## config.mk

```make
export PLATFORM = sky130hd
export DESIGN_NAME = pipe_hazard_ctrl_flat
export DESIGN_NICKNAME = d
export VERILOG_FILES = /design/src/rtl/pipe_pkg.sv /design/src/rtl/pipe_hazard_ctrl_if.sv /design/src/rtl/luse_detect.sv /design/src/rtl/pipe_hazard_ctrl.sv /design/src/flat_wrapper.sv
export SDC_FILE = /design/constraint.sdc
export NUM_CORES = 1
export LEC_CHECK = 0
export ABC_AREA = 1
export ABC_CLOCK_PERIOD_IN_PS = 2600
export BUFFER_PORTS_ARGS = -buffer_cell sky130_fd_sc_hd__buf_4
export CAP_MARGIN = 20
export CORE_MARGIN = 2
export CORE_UTILIZATION = 46
export DETAILED_ROUTE_END_ITERATION = 10
export HOLD_SLACK_MARGIN = 0.08
export PLACE_DENSITY = 0.77
export SLEW_MARGIN = 20
export SYNTH_ARGS = -nofsm -noshare
export SYNTH_HDL_FRONTEND = slang
export SYNTH_SLANG_ARGS = --single-unit
```

## constraint.sdc

```tcl
create_clock -name clk -period 2.6 [get_ports clk]
set_clock_uncertainty 0.1 [all_clocks]
set_input_delay 0.13 -clock clk [delete_from_list [all_inputs] [get_ports clk]]
set_output_delay 0.13 -clock clk [all_outputs]
set_load 0.02 [all_outputs]
```

## src/rtl/pipe_pkg.sv

```systemverilog
// Shared types and constants for the MIPS pipeline hazard/freeze controller.
package pipe_pkg;

    localparam int REG_ADDR_W = 5;

    typedef logic [REG_ADDR_W-1:0] regAddr_t;

    localparam regAddr_t ZERO_REG = '0;

    typedef enum logic [1:0] {
        RUN,
        WAIT,
        ERR
    } pipeState_t;

endpackage

```

## src/rtl/pipe_hazard_ctrl_if.sv

```systemverilog
// Hazard inputs and stage-register controls exchanged between the controller and the pipeline.
interface pipe_hazard_ctrl_if;
    import pipe_pkg::*;

    regAddr_t id_rs_addr;
    regAddr_t id_rt_addr;
    logic     id_use_rt;
    logic     ex_mem_read;
    regAddr_t ex_rt_addr;
    logic     mem_access;
    logic     mem_ack;

    logic     pc_write;
    logic     ifid_write;
    logic     idex_bubble;
    logic     idex_hold;
    logic     exmem_hold;
    logic     mem_req;
    logic     timeout_err;

    // The controller is the master: it observes the pipeline and drives its controls.
    modport master (
        input  id_rs_addr, id_rt_addr, id_use_rt, ex_mem_read, ex_rt_addr, mem_access, mem_ack,
        output pc_write, ifid_write, idex_bubble, idex_hold, exmem_hold, mem_req, timeout_err
    );

    modport slave (
        output id_rs_addr, id_rt_addr, id_use_rt, ex_mem_read, ex_rt_addr, mem_access, mem_ack,
        input  pc_write, ifid_write, idex_bubble, idex_hold, exmem_hold, mem_req, timeout_err
    );

endinterface

```

## src/rtl/luse_detect.sv

```systemverilog
// Combinational load-use comparator between the instruction in ID and the load in ID/EX.
module luse_detect
    import pipe_pkg::*;
(
    input  regAddr_t id_rs_addr,
    input  regAddr_t id_rt_addr,
    input  logic     id_use_rt,
    input  logic     ex_mem_read,
    input  regAddr_t ex_rt_addr,
    output logic     luse
);

    logic rsMatch;
    logic rtMatch;

    assign rsMatch = (ex_rt_addr == id_rs_addr);
    assign rtMatch = id_use_rt && (ex_rt_addr == id_rt_addr);
    // A load into $zero never produces a value worth waiting for.
    assign luse    = ex_mem_read && (ex_rt_addr != ZERO_REG) && (rsMatch || rtMatch);

endmodule

```

## src/rtl/pipe_hazard_ctrl.sv

```systemverilog
// Load-use stall and data-memory freeze controller for the 5-stage pipeline.
// Optional HAZARD_STATS_EN adds saturating luse_cnt / mem_wait_cnt statistics outputs.
module pipe_hazard_ctrl
    import pipe_pkg::*;
#(
    parameter int MEM_TIMEOUT = 16,
    parameter int CNT_W       = 5
) (
    input  logic              clk,
    input  logic              rst,
    pipe_hazard_ctrl_if.master hz
`ifdef HAZARD_STATS_EN
    ,
    output logic [31:0]       luse_cnt,
    output logic [31:0]       mem_wait_cnt
`endif
);

    localparam logic [CNT_W-1:0] TIMEOUT_CNT = CNT_W'(MEM_TIMEOUT);

    pipeState_t       state, nextState;
    logic [CNT_W-1:0] waitCnt, nextCnt;
    logic             luse;
    logic             freeze;
    logic             runOutputs;
    logic             pcWrite, ifidWrite, idexBubble, idexHold, exmemHold, memReq, timeoutErr;

    luse_detect uLuse (
        .id_rs_addr  (hz.id_rs_addr),
        .id_rt_addr  (hz.id_rt_addr),
        .id_use_rt   (hz.id_use_rt),
        .ex_mem_read (hz.ex_mem_read),
        .ex_rt_addr  (hz.ex_rt_addr),
        .luse        (luse)
    );

    // NOTE: sequential state uses non-blocking assignments so every register samples pre-edge values.
    always_ff @(posedge clk) begin
        if (rst) begin
            state   <= RUN;
            waitCnt <= '0;
        end else begin
            state   <= nextState;
            waitCnt <= nextCnt;
        end
    end

    // NOTE: every output of this block gets a default first, so no path can infer a latch.
    always_comb begin
        nextState  = state;
        nextCnt    = waitCnt;
        freeze     = 1'b0;
        runOutputs = 1'b0;
        memReq     = 1'b0;
        timeoutErr = 1'b0;
        pcWrite    = 1'b0;
        ifidWrite  = 1'b0;
        idexBubble = 1'b0;
        idexHold   = 1'b0;
        exmemHold  = 1'b0;

        case (state)
            RUN: begin
                memReq = hz.mem_access;
                if (hz.mem_access && !hz.mem_ack) begin
                    freeze    = 1'b1;
                    nextState = WAIT;
                    nextCnt   = CNT_W'(1);
                end else begin
                    runOutputs = 1'b1;
                end
            end
            WAIT: begin
                memReq = 1'b1;
                // An acknowledge on the timeout cycle still completes the access.
                if (hz.mem_ack) begin
                    runOutputs = 1'b1;
                    nextState  = RUN;
                    nextCnt    = '0;
                end else if (waitCnt == TIMEOUT_CNT) begin
                    freeze    = 1'b1;
                    nextState = ERR;
                end else begin
                    freeze  = 1'b1;
                    nextCnt = waitCnt + 1'b1;
                end
            end
            ERR: begin
                freeze     = 1'b1;
                timeoutErr = 1'b1;
            end
            default: begin
                nextState = RUN;
                nextCnt   = '0;
            end
        endcase

        // Memory freeze is decided first, so a bubble never lands on a held ID/EX.
        if (freeze) begin
            idexHold  = 1'b1;
            exmemHold = 1'b1;
        end else if (runOutputs) begin
            if (luse) begin
                idexBubble = 1'b1;
            end else begin
                pcWrite   = 1'b1;
                ifidWrite = 1'b1;
            end
        end

        if (rst) begin
            pcWrite    = 1'b0;
            ifidWrite  = 1'b0;
            idexBubble = 1'b1;
            idexHold   = 1'b0;
            exmemHold  = 1'b0;
            memReq     = 1'b0;
            timeoutErr = 1'b0;
        end
    end

    assign hz.pc_write    = pcWrite;
    assign hz.ifid_write  = ifidWrite;
    assign hz.idex_bubble = idexBubble;
    assign hz.idex_hold   = idexHold;
    assign hz.exmem_hold  = exmemHold;
    assign hz.mem_req     = memReq;
    assign hz.timeout_err = timeoutErr;

`ifdef HAZARD_STATS_EN
    logic luseStall;
    logic memWaitCycle;

    assign luseStall    = runOutputs && luse;
    assign memWaitCycle = (state == WAIT) && freeze;

    always_ff @(posedge clk) begin
        if (rst) begin
            luse_cnt     <= '0;
            mem_wait_cnt <= '0;
        end else begin
            if (luseStall && (luse_cnt != '1))
                luse_cnt <= luse_cnt + 32'd1;
            if (memWaitCycle && (mem_wait_cnt != '1))
                mem_wait_cnt <= mem_wait_cnt + 32'd1;
        end
    end
`endif

endmodule

```

## src/flat_wrapper.sv

```systemverilog
// flat-port wrapper written by rule: the top's interface ports become plain ports
module pipe_hazard_ctrl_flat import pipe_pkg::*;
#(
    parameter int MEM_TIMEOUT = 16,
    parameter int CNT_W       = 5
)
  (clk, rst, hz_id_rs_addr, hz_id_rt_addr, hz_id_use_rt, hz_ex_mem_read, hz_ex_rt_addr, hz_mem_access, hz_mem_ack, hz_pc_write, hz_ifid_write, hz_idex_bubble, hz_idex_hold, hz_exmem_hold, hz_mem_req, hz_timeout_err);
  pipe_hazard_ctrl_if hz_i ();
  input  logic clk;
  input  logic rst;
  input wire logic [$bits(hz_i.id_rs_addr)-1:0] hz_id_rs_addr;
  input wire logic [$bits(hz_i.id_rt_addr)-1:0] hz_id_rt_addr;
  input wire logic [$bits(hz_i.id_use_rt)-1:0] hz_id_use_rt;
  input wire logic [$bits(hz_i.ex_mem_read)-1:0] hz_ex_mem_read;
  input wire logic [$bits(hz_i.ex_rt_addr)-1:0] hz_ex_rt_addr;
  input wire logic [$bits(hz_i.mem_access)-1:0] hz_mem_access;
  input wire logic [$bits(hz_i.mem_ack)-1:0] hz_mem_ack;
  output wire logic [$bits(hz_i.pc_write)-1:0] hz_pc_write;
  output wire logic [$bits(hz_i.ifid_write)-1:0] hz_ifid_write;
  output wire logic [$bits(hz_i.idex_bubble)-1:0] hz_idex_bubble;
  output wire logic [$bits(hz_i.idex_hold)-1:0] hz_idex_hold;
  output wire logic [$bits(hz_i.exmem_hold)-1:0] hz_exmem_hold;
  output wire logic [$bits(hz_i.mem_req)-1:0] hz_mem_req;
  output wire logic [$bits(hz_i.timeout_err)-1:0] hz_timeout_err;
  assign hz_i.id_rs_addr = hz_id_rs_addr;
  assign hz_i.id_rt_addr = hz_id_rt_addr;
  assign hz_i.id_use_rt = hz_id_use_rt;
  assign hz_i.ex_mem_read = hz_ex_mem_read;
  assign hz_i.ex_rt_addr = hz_ex_rt_addr;
  assign hz_i.mem_access = hz_mem_access;
  assign hz_i.mem_ack = hz_mem_ack;
  assign hz_pc_write = hz_i.pc_write;
  assign hz_ifid_write = hz_i.ifid_write;
  assign hz_idex_bubble = hz_i.idex_bubble;
  assign hz_idex_hold = hz_i.idex_hold;
  assign hz_exmem_hold = hz_i.exmem_hold;
  assign hz_mem_req = hz_i.mem_req;
  assign hz_timeout_err = hz_i.timeout_err;
  pipe_hazard_ctrl #(.MEM_TIMEOUT(MEM_TIMEOUT), .CNT_W(CNT_W)) u_core (.clk(clk), .rst(rst), .hz(hz_i));
endmodule
```

After elaboration in Yosys (flattened, before gate mapping) --
Index checks and enable logic that the tools add are counted.
Cells by class: $add $sub $neg 1, multiplexer cells 28, equality and inequality tests 8, bitwise gates (word level) 1, reduce and logical (&&, ||, !) cells 10
Operators by type and width (number):
- $mux 1 | 17
- $mux 5 | 3
- $pmux 5 s3 | 1
- $eq 5x5->1 | 2
- $mux 2 | 3
- $pmux 2 s3 | 1
- $reduce_and 3->1 | 2
- $add 5x1->5 const B | 1
- $eq 5x5->1 const B | 1
- $reduce_bool 5->1 | 1
- $logic_and 1x1->1 | 4
- $pmux 1 s2 | 2
- $ne 3x2->1 const B | 1
- $ne 3x3->1 const B | 1
- $pmux 1 s3 | 1
- $eq 2x1->1 const B | 1
- $eq 2x2->1 const B | 1
- $logic_not 2->1 | 1
- $ne 2x1->1 const B | 1
- $logic_not 1->1 | 1
- $logic_or 1x1->1 | 1
- $not 1->1 | 1
Storage, ports and cells: input bits 21, output and inout bits 7, register bits after elaboration 7

Logic depth before layout (Yosys ltp) --
Gate-level depths: netlist of run 1.
depth after elaboration 8, mapped depth 10

By module --
Synthesis of run 1 repeated with hierarchy kept, for this count alone.
Second synthesis, totals: cells, all modules 134, area, all modules 738.2 um2
Modules (own cells, without submodules):
- pipe_hazard_ctrl | area each 531.8 um2, cells each 82, times used 1
- luse_detect | area each 206.4 um2, cells each 52, times used 1

Worst setup path before layout of run 1 --
No wires, ideal clock.
path kind reg2out, start register u_core.state[0], end output port hz_pc_write, path buffers 1, arrival 1.217 ns, cell stages (with the launch flop) 7, setup slack 1.153 ns, required time 2.370 ns, cell sequence dfxtp_1 -> inv_1 -> nand2_1 -> a21oi_1 -> nand2_1 -> nor2_1 -> buf_4
On the way: longest elaborated chain between the ends 5, elaborated cells on any way between the ends 8, classes of those cells eq/ne: 2; mux: 5; reduce/logical: 1
RTL lines:
- start, declared | RTL line pipe_hazard_ctrl.sv:21 | pipeState_t state, nextState;
- start signal, assigned | RTL line pipe_hazard_ctrl.sv:43 | state <= nextState;
- $eq 2x1->1 or $logic_not 2->1 (tied branches) | RTL line pipe_hazard_ctrl.sv:62 | case (state)
- $pmux 1 s2 | RTL line pipe_hazard_ctrl.sv:62
- $mux 1
- $mux 1 * (2 in series)
- end, declared | RTL line flat_wrapper.sv:18 | output wire logic [$bits(hz_i.pc_write)-1:0] hz_pc_write;
Mark *: on every way between the ends. The rest lies on a longest branch, timed or not.

Final worst setup path of run 1 --
start register u_core.state[0], end output port hz_pc_write
On the way: longest elaborated chain between the ends 5, elaborated cells on any way between the ends 8, classes of those cells eq/ne: 2; mux: 5; reduce/logical: 1
RTL lines:
- $eq 2x1->1 or $logic_not 2->1 (tied branches) | RTL line pipe_hazard_ctrl.sv:62
- $pmux 1 s2 | RTL line pipe_hazard_ctrl.sv:62
- $mux 1 | RTL line pipe_hazard_ctrl.sv:102 | end else if (runOutputs) begin
- $mux 1 * | RTL line pipe_hazard_ctrl.sv:99 | if (freeze) begin
- $mux 1 * | RTL line pipe_hazard_ctrl.sv:111 | if (rst) begin
Marks and branches as above.

==> results.yml, run 1 <==
status:
  status: "finished, final reports clean"
yosys:
  ys_types: 19
  synth.ff_latch_count: 7
  syn_inst: 126
  synth_nets: 149
  syn_avg_cell_area_sq_um: 5.36
  yosys_warnings: 0
  synthesis.area_sq_um: 676
  ys_seq_area_frac: 0.207
grt:
  grt_pass1_vias: 760
  grt.total_usage: 0.211
  overflow: 0
  grt_max_degree: 13
  antenna_found_initial: 0
  grt_pass1_wl_mm: 3.05
clocking:
  cts_num_sinks: 7
  root_buffer: "clkbuf_4"
  hold_buffers: 1
  worstSkewPairLatency_ns: 0.24
  cts_tree: "done"
  cts_setup_buffers: 0
  cts.path.max_buffers: 2
  h-tree-depth: 1
  cts_buffers: 3
  clk_pin_slew_ns: 0.05
  postCtsResizedCells: 0
power_and_ir_drop:
  seq_power_share: 0.370
  power.clock.fraction: 0.313
  finalPower_uw: 305
  powerDensity_nw_per_um2: 334
  leakage_uw: 0.000508
  switching_power_uw: 91.5
  swShare: 0.300
  p_comb_frac: 0.317
  internal_power_uw: 214
  ir_drop_v: 0.000290
critical_path:
  cpPeakStageDelay_ns: 0.35
  cp_max_fo: 5
  critPathKind: "flop to primary output"
  crit_chain: "inv_1 -> nand2_1 -> a21oi_1 -> nand2_1 -> nor2_1 -> buf_4"
  cpMostUsedCell: "nand2_1"
  crit_path_end_kind: "primary output"
  crit_path_top_delay_cell: "dfxtp_1"
  cp.required_ns: 2.37
  cp.arrival_ns: 1.36
  startpoint_type: "flop"
cells_and_area:
  layout.nets: 179
  final_layout_size_suffix_gt1_frac: 0.239
  syn_to_final_growth_pct: 35.4
  final_util: 0.686
  antenna-diode-count: 0
  fin_cells: 170
floorplan:
  core-area_sq_um: 1330
  die_w_um: 42.3
  pin_count: 28
  dieArea_sq_um: 1790
  dieHeight_um: 42.3
  num_rows: 13
  start_util: 0.507
route:
  drt_first_iter_violations: 24
  routedWlPerCell_um: 9.92
  vias: 829
  route.detailed.drc: 0
  avgViaCountPerCell: 4.88
  drt_wl_total_mm: 1.69
  ant_nets: 0
  dr.pass1.iters: 4
run:
  maxCapViolations: 0
place:
  place_inst: 165
  finalWeightedCongestion: 0.780
  io_buffers: 27
  dpl.hpwl_mm: 1.41
timing:
  finalSetupViolCount: 0
  setup_tns_ns: 0
  min_period_ns: 1.59
  tightest_slew_ns: 0.269
  timing.fmax_mhz: 631
  post-route-period-util: 0.610
  max_slew_margin: 0.820
  rsz0062_at_grt: "no"
  hold_violations: 0
  drv_slew: 0
hold_path:
  min_path_type: "input port to flop"
==> worst max-delay path, delay by kind of cell, from the launching register on <==
| family | cells | cell delay [ns] |
|---|---|---|
| compound gates | 1 | 0.18 |
| flops | 1 | 0.35 |
| simple gates | 3 | 0.29 |
| buf+inv | 2 | 0.29 |
==> layout by cell type, fill, tap and decap left out <==
master         instances
nand2_1               45
buf_4                 27
inv_1                 24
nor2_1                12
nand3_1                8
a21oi_1                8
dfxtp_1                7
inv_2                  3
nand4_1                3
clkbuf_4               3
a31oi_1                2
xnor2_1                2
nor2_2                 2
ha_1                   2
a211oi_1               1
nand3_2                1
o21ai_0                1
o22ai_1                1
or2_2                  1
clkbuf_1               1
dlygate4sd3_1          1
==> Yosys cell counts (all sizes together) <==
| cell | n | share of area |
|---|---|---|
| nand2 | 45 | 0.25 |
| inv | 27 | 0.15 |
| nor2 | 14 | 0.085 |
| nand3 | 9 | 0.074 |
| a21oi | 8 | 0.059 |
| dfxtp | 7 | 0.21 |
| nand4 | 3 | 0.028 |
| a31oi | 2 | 0.019 |
| buf | 2 | 0.022 |
| ha | 2 | 0.037 |
| xnor2 | 2 | 0.026 |
| a211oi | 1 | 0.011 |
| clkbuf | 1 | 0.0056 |
| o21ai | 1 | 0.0074 |
| o22ai | 1 | 0.0093 |
| or2 | 1 | 0.0093 |
==> layout make-up <==
class / instances / area, sq um
multi-input cells: 89 / 415
fillers: 139 / 419
well taps: 15 / 18.8
inverters: 27 / 101
repair buffers: 28 / 213
clock buffers: 4 / 26.3
flip-flops and latches: 7 / 140
==> power by group through the flow <==
stage	logic, uW	clock network [uW]	registers [uW]
detailed placement	95.5	0	115
finish	96.7	95.6	113
floorplan	53.3	0	115
CTS	97.0	99.8	113
global route	109	104	114
global placement	93.4	0	115
==> registers in the layout, indices dropped and copies added (netlist names) <==
name	flops
u_core.state	2
u_core.waitCnt	5
==> final timing paths <==
| kind | startpoint | endpoint | slack (ns) | cells after the start |
|---|---|---|---|---|
| worst min-delay path | hz_mem_access | u_core.state[0] | 0.14 | 3 |
| worst max register to register | u_core.waitCnt[0] | u_core.waitCnt[0] | 1.21 | 8 |
| worst max-delay path | u_core.state[0] | hz_pc_write | 1.01 | 6 |
| worst min register to register | u_core.waitCnt[1] | u_core.waitCnt[1] | 0.40 | 2 |
==> cells by family after synthesis <==
family	after synthesis	synth area share
simple gates	72	0.446
buf+inv	30	0.178
compound gates	13	0.106
flops	7	0.207
xor+xnor	2	0.0259
fa+ha+maj	2	0.0370
==> metrics by stage <==
step                      worst slack [ns]  instance area, sq um  hold WS (ns)
final                                 1.01                   915         0.137
after global routing                 0.881                   915         0.126
after CTS                             1.02                   915         0.126
after detailed placement              1.21                   878         0.300
after global placement                1.27                   878         0.295
after floorplan                       1.15                   676         0.224
==> per-layer routing <==
| layer | global-route usage | vias up | part of all wire |
|---|---|---|---|
| met5 | 0 | - | 0 |
| met4 | 0.0375 | 0 | 0 |
| met3 | 0.0388 | 0 | 0.053 |
| met2 | 0.372 | 25 | 0.51 |
| met1 | 0.268 | 354 | 0.43 |
| li1 | - | 450 | - |
No activity file was read; power rests on OpenSTA's default activity.
==> inputs of run 2 (changes only) <==
- ABC_CLOCK_PERIOD_IN_PS: 2600 -> 1510
- clock period: 2.6 -> 1.51 ns (I/O delays scaled with it)
==> run 2 against run 1 <==
Against the previous run: first-iteration DRC count grew 8.3%; die area is the same; routed wire length grew 5.3%; largest power group unchanged; via count grew 0.36%; register-to-register slack lost 1.1 ns; total power grew 75%; global-route usage grew 0.18 points; clock power grew 75%; design area grew 1.9%; critical path type is now flop to flop.
==> results.yml, run 2 (synthesized netlist as in run 1, its figures left out) <==
status:
  status: "finished, final reports clean"
critical_path:
  cp_max_fo: 5
  rr_startpoint: "u_core.waitCnt[0]"
  cp.required_ns: 1.54
  crit_path_end_kind: "flop"
  cp.arrival_ns: 1.48
  crit_path_start: "u_core.waitCnt[0]"
  critPathKind: "flop to flop"
  startpoint_type: "flop"
grt:
  antenna_found_initial: 0
  grt.total_usage: 0.213
  overflow: 0
  grt_max_degree: 13
  grt_pass1_wl_mm: 3.08
  grt_pass1_vias: 767
route:
  routedWlPerCell_um: 10.4
  ant_nets: 0
  avgViaCountPerCell: 4.87
  drt-met1-wl_um: 774
  drt_first_iter_violations: 26
  drt_wl_total_mm: 1.78
  dr_wl_met3_um: 75
  dr.pass1.iters: 5
  top_layer_used: "met3"
  vias: 832
  route.detailed.drc: 0
  met2WireLength_um: 926
floorplan:
  dieArea_sq_um: 1790
  start_util: 0.507
  core-area_sq_um: 1330
  dieHeight_um: 42.3
  num_rows: 13
  die_w_um: 42.3
  pin_count: 28
timing:
  finalSetupViolCount: 0
  drv_slew: 0
  tightest_slew_ns: 0.247
  post-route-period-util: 0.958
  min_period_ns: 1.45
  timing.fmax_mhz: 692
  max_slew_margin: 0.834
  hold_violations: 0
clocking:
  cts.path.max_buffers: 2
  h-tree-depth: 1
  worstSkewPairLatency_ns: 0.25
  cts_num_sinks: 7
  root_buffer: "clkbuf_4"
  cts_buffers: 3
  cts_setup_buffers: 0
  clk_pin_slew_ns: 0.05
  cts_tree: "done"
cells_and_area:
  largest-register: "u_core.waitCnt"
  final_common_cell: "nand2_1"
  largest_reg_flops: 5
  reg.largest.list: "u_core.waitCnt x5, u_core.state x2"
  final_util: 0.699
  layout.nets: 180
  syn_to_final_growth_pct: 38.0
  final_layout_size_suffix_gt1_frac: 0.263
  antenna-diode-count: 0
  layout_common_cells: "45 x nand2_1, 27 x buf_4, 23 x inv_1"
place:
  finalWeightedCongestion: 0.780
  io_buffers: 27
  dpl.hpwl_mm: 1.41
power_and_ir_drop:
  swShare: 0.305
  seq_power_share: 0.366
  powerDensity_nw_per_um2: 574
  internal_power_uw: 372
  leakage_uw: 0.000514
  power.clock.fraction: 0.312
  p_comb_frac: 0.322
  switching_power_uw: 163
  ir_drop_v: 0.000505
  finalPower_uw: 535
hold_path:
  min_path_type: "input port to flop"
  hold_start: "hz_mem_ack"
run:
  maxCapViolations: 0
run 2: routing by layer:
metal	vias up	global-route usage
met5	-	0
met4	0	0.0375
met3	0	0.0388
met2	25	0.372
met1	360	0.273
li1	447	-
run 2: what timing repair did:
action	in CTS	in global routing
hold endpoints to repair	7	0
resized for setup	1	3
hold buffers	2	0
setup endpoints to repair	2	3
run 2: power by group through the flow:
stage / Combinational (uW) / Clock (uW) / Sequential (uW)
final: 172 / 167 / 196
after global routing: 192 / 179 / 196
after CTS: 170 / 172 / 195
after detailed placement: 164 / 0 / 199
after global placement: 161 / 0 / 198
after floorplan: 91.7 / 0 / 197
run 2: worst paths after layout:
check / to / slack (ns) / cells after the start
worst max-delay path: u_core.waitCnt[0] / 0.06 / 8
worst min-delay path: u_core.state[0] / 0.12 / 4
worst max register to register: u_core.waitCnt[0] / 0.06 / 8
worst min register to register: u_core.waitCnt[1] / 0.40 / 2
run 2: cell type report:
cell class	count	area, sq um
Fill cell	139	402
Multi-Input combinational cell	89	422
Tap cell	15	18.8
Inverter	27	101
Timing Repair Buffer	29	223
Clock buffer	4	26.3
Sequential cell	7	141
run 2: worst max-delay path, cell delays in order (launching register included):
cell	delay (ns)
dfxtp_1	0.40
inv_1	0.06
ha_1	0.19
nand3_1	0.11
nor2_2	0.06
nor2_2	0.17
inv_2	0.09
nand2_1	0.09
a21oi_1	0.06
run 2: stage by stage:
step | TNS, ns | instances | area (sq um) | setup WS [ns] | hold WS [ns]
global route | -0.0362 | 171 | 932 | -0.0237 | 0.113
floorplan | 0 | 126 | 676 | 0.118 | 0.130
detailed placement | 0 | 165 | 878 | 0.119 | 0.245
CTS | 0 | 171 | 927 | 0.0215 | 0.104
global placement | 0 | 165 | 878 | 0.184 | 0.240
finish | 0 | 171 | 932 | 0.0639 | 0.115
==> inputs of run 3 (changes only) <==
- SETUP_SLACK_MARGIN: unset -> 0.1
==> run 3 against run 2 <==
Against the previous run: clock power barely moved; global-route usage grew 0.62 points; sequential share of layout area fell by 0.76 points; utilization up 8.3 points; setup slack better by 0.033 ns; non-clock buffer count grew 1; sequential power hardly changed; highest routed layer is now met4; total power grew 4.1%; first-iteration DRC count down 31%; combinational power up 15%; routed wire length grew 16%; critical path depth fell by 4.
==> results.yml, run 3 (synthesized netlist as in run 1, its figures left out) <==
clocking:
  cts_tree: "done"
  cts_num_sinks: 7
  cts.path.max_buffers: 2
  worstSkewPairLatency_ns: 0.24
  root_buffer: "clkbuf_4"
  clk_pin_slew_ns: 0.05
  h-tree-depth: 1
  cts_buffers: 3
hold_path:
  hold_start: "hz_mem_access"
  min_path_type: "input port to flop"
grt:
  grt_pass1_vias: 782
  grt.total_usage: 0.219
  grt_pass1_wl_mm: 3.14
  antenna_found_initial: 0
  grt_max_degree: 13
  overflow: 0
timing:
  rsz0062_at_grt: "yes"
  post-route-period-util: 0.936
  finalSetupViolCount: 0
  timing.fmax_mhz: 708
  hold_violations: 0
  min_period_ns: 1.41
  finalWorstSetupSlack_ns: 0.0971
  max_slew_margin: 0.847
  tightest_slew_ns: 0.229
  drv_slew: 0
  setup_tns_ns: 0
power_and_ir_drop:
  p_comb_frac: 0.356
  leakage_uw: 0.000538
  internal_power_uw: 382
  finalPower_uw: 557
  switching_power_uw: 175
  swShare: 0.314
  power.clock.fraction: 0.294
  ir_drop_v: 0.000486
  seq_power_share: 0.350
  powerDensity_nw_per_um2: 534
critical_path:
  cp_max_fo: 5
  cpPeakStageDelay_ns: 0.37
  critPathKind: "flop to primary output"
  worst-path-buf-inv: 2
  crit_path_end_kind: "primary output"
  cp.arrival_ns: 1.24
  crit_chain: "inv_4 -> nand4_1 -> a31oi_4 -> buf_6"
  crit_path_top_delay_cell: "dfxtp_4"
  cp.required_ns: 1.33
  startpoint_type: "flop"
  crit_path_start: "u_core.state[1]"
  rr_startpoint: "u_core.waitCnt[0]"
  cp_top_family: "flip-flops"
cells_and_area:
  final_layout_size_suffix_gt1_frac: 0.344
  largest-register: "u_core.waitCnt"
  layout.nets: 181
  nFillCells: 112
  fin_cells: 172
  layout_common_cells: "42 x nand2_1, 23 x inv_1, 23 x buf_4"
  final_common_cell: "nand2_1"
  antenna-diode-count: 0
  largest_reg_flops: 5
  reg.largest.list: "u_core.waitCnt x5, u_core.state x2"
  syn_to_final_growth_pct: 54.3
  final_util: 0.781
place:
  dpl.hpwl_mm: 1.41
  place_inst: 165
  dp_worst_setup_slack_ns: 0.119
  finalWeightedCongestion: 0.780
  io_buffers: 27
route:
  vias: 844
  avgViaCountPerCell: 4.91
  routedWlPerCell_um: 12.0
  ant_nets: 0
  drt_first_iter_violations: 18
  drt_wl_total_mm: 2.07
  route.detailed.drc: 0
  dr.pass1.iters: 4
floorplan:
  core-area_sq_um: 1330
  num_rows: 13
  die_w_um: 42.3
  dieHeight_um: 42.3
  start_util: 0.507
  pin_count: 28
  dieArea_sq_um: 1790
run:
  maxCapViolations: 0
status:
  status: "finished, final reports clean"
[run 3: cell type report]
class / count / area, sq um / area share
clock buffer: 4 / 26.3 / 0.0252
inverter: 27 / 106 / 0.102
multi-input combinational: 89 / 482 / 0.462
sequential: 7 / 150 / 0.144
tap: 15 / 18.8 / 0.0180
timing repair buffer: 30 / 259 / 0.248
[run 3: through the flow]
stage	cell area (sq um)	hold slack [ns]
2_1_floorplan	676	0.130
3_3_place_gp	878	0.240
3_5_place_dp	878	0.245
4_1_cts	928	0.0857
5_1_grt	1040	0.139
6_report	1040	0.127
[run 3: what timing repair did]
item | CTS | global route
endpoints found under the setup margin | 3 | 12
hold buffers | 1 | 0
setup buffers | 0 | 2
resized for setup | 5 | 23
hold endpoints to repair | 7 | 0
pin swaps | 0 | 4
[run 3: path summary, 6_finish.rpt]
check	end	slack (ns)	cells past startpoint
max	hz_exmem_hold	0.1	4
min reg2reg	u_core.waitCnt[1]	0.38	2
min	u_core.state[0]	0.13	3
max reg2reg	u_core.waitCnt[0]	0.12	8
[run 3: metal layers]
layer,GRT usage,vias to the layer above,part of all wire
met5,0,-,0
met4,0.0500,0,0.0068
met3,0.0431,2,0.051
met2,0.397,31,0.56
met1,0.262,364,0.38
li1,-,447,-
[run 3: power groups by stage]
stage / clock network [uW] / logic [uW] / registers (uW)
2_1_floorplan: 0 / 91.7 / 197
3_3_place_gp: 0 / 161 / 198
3_5_place_dp: 0 / 164 / 199
4_1_cts: 172 / 171 / 195
5_1_grt: 179 / 218 / 195
6_report: 164 / 198 / 195
[run 3: worst min-delay path: stages]
cell and delay [ns]:
buf_4 0.12, nand4_1 0.15, a21oi_1 0.08
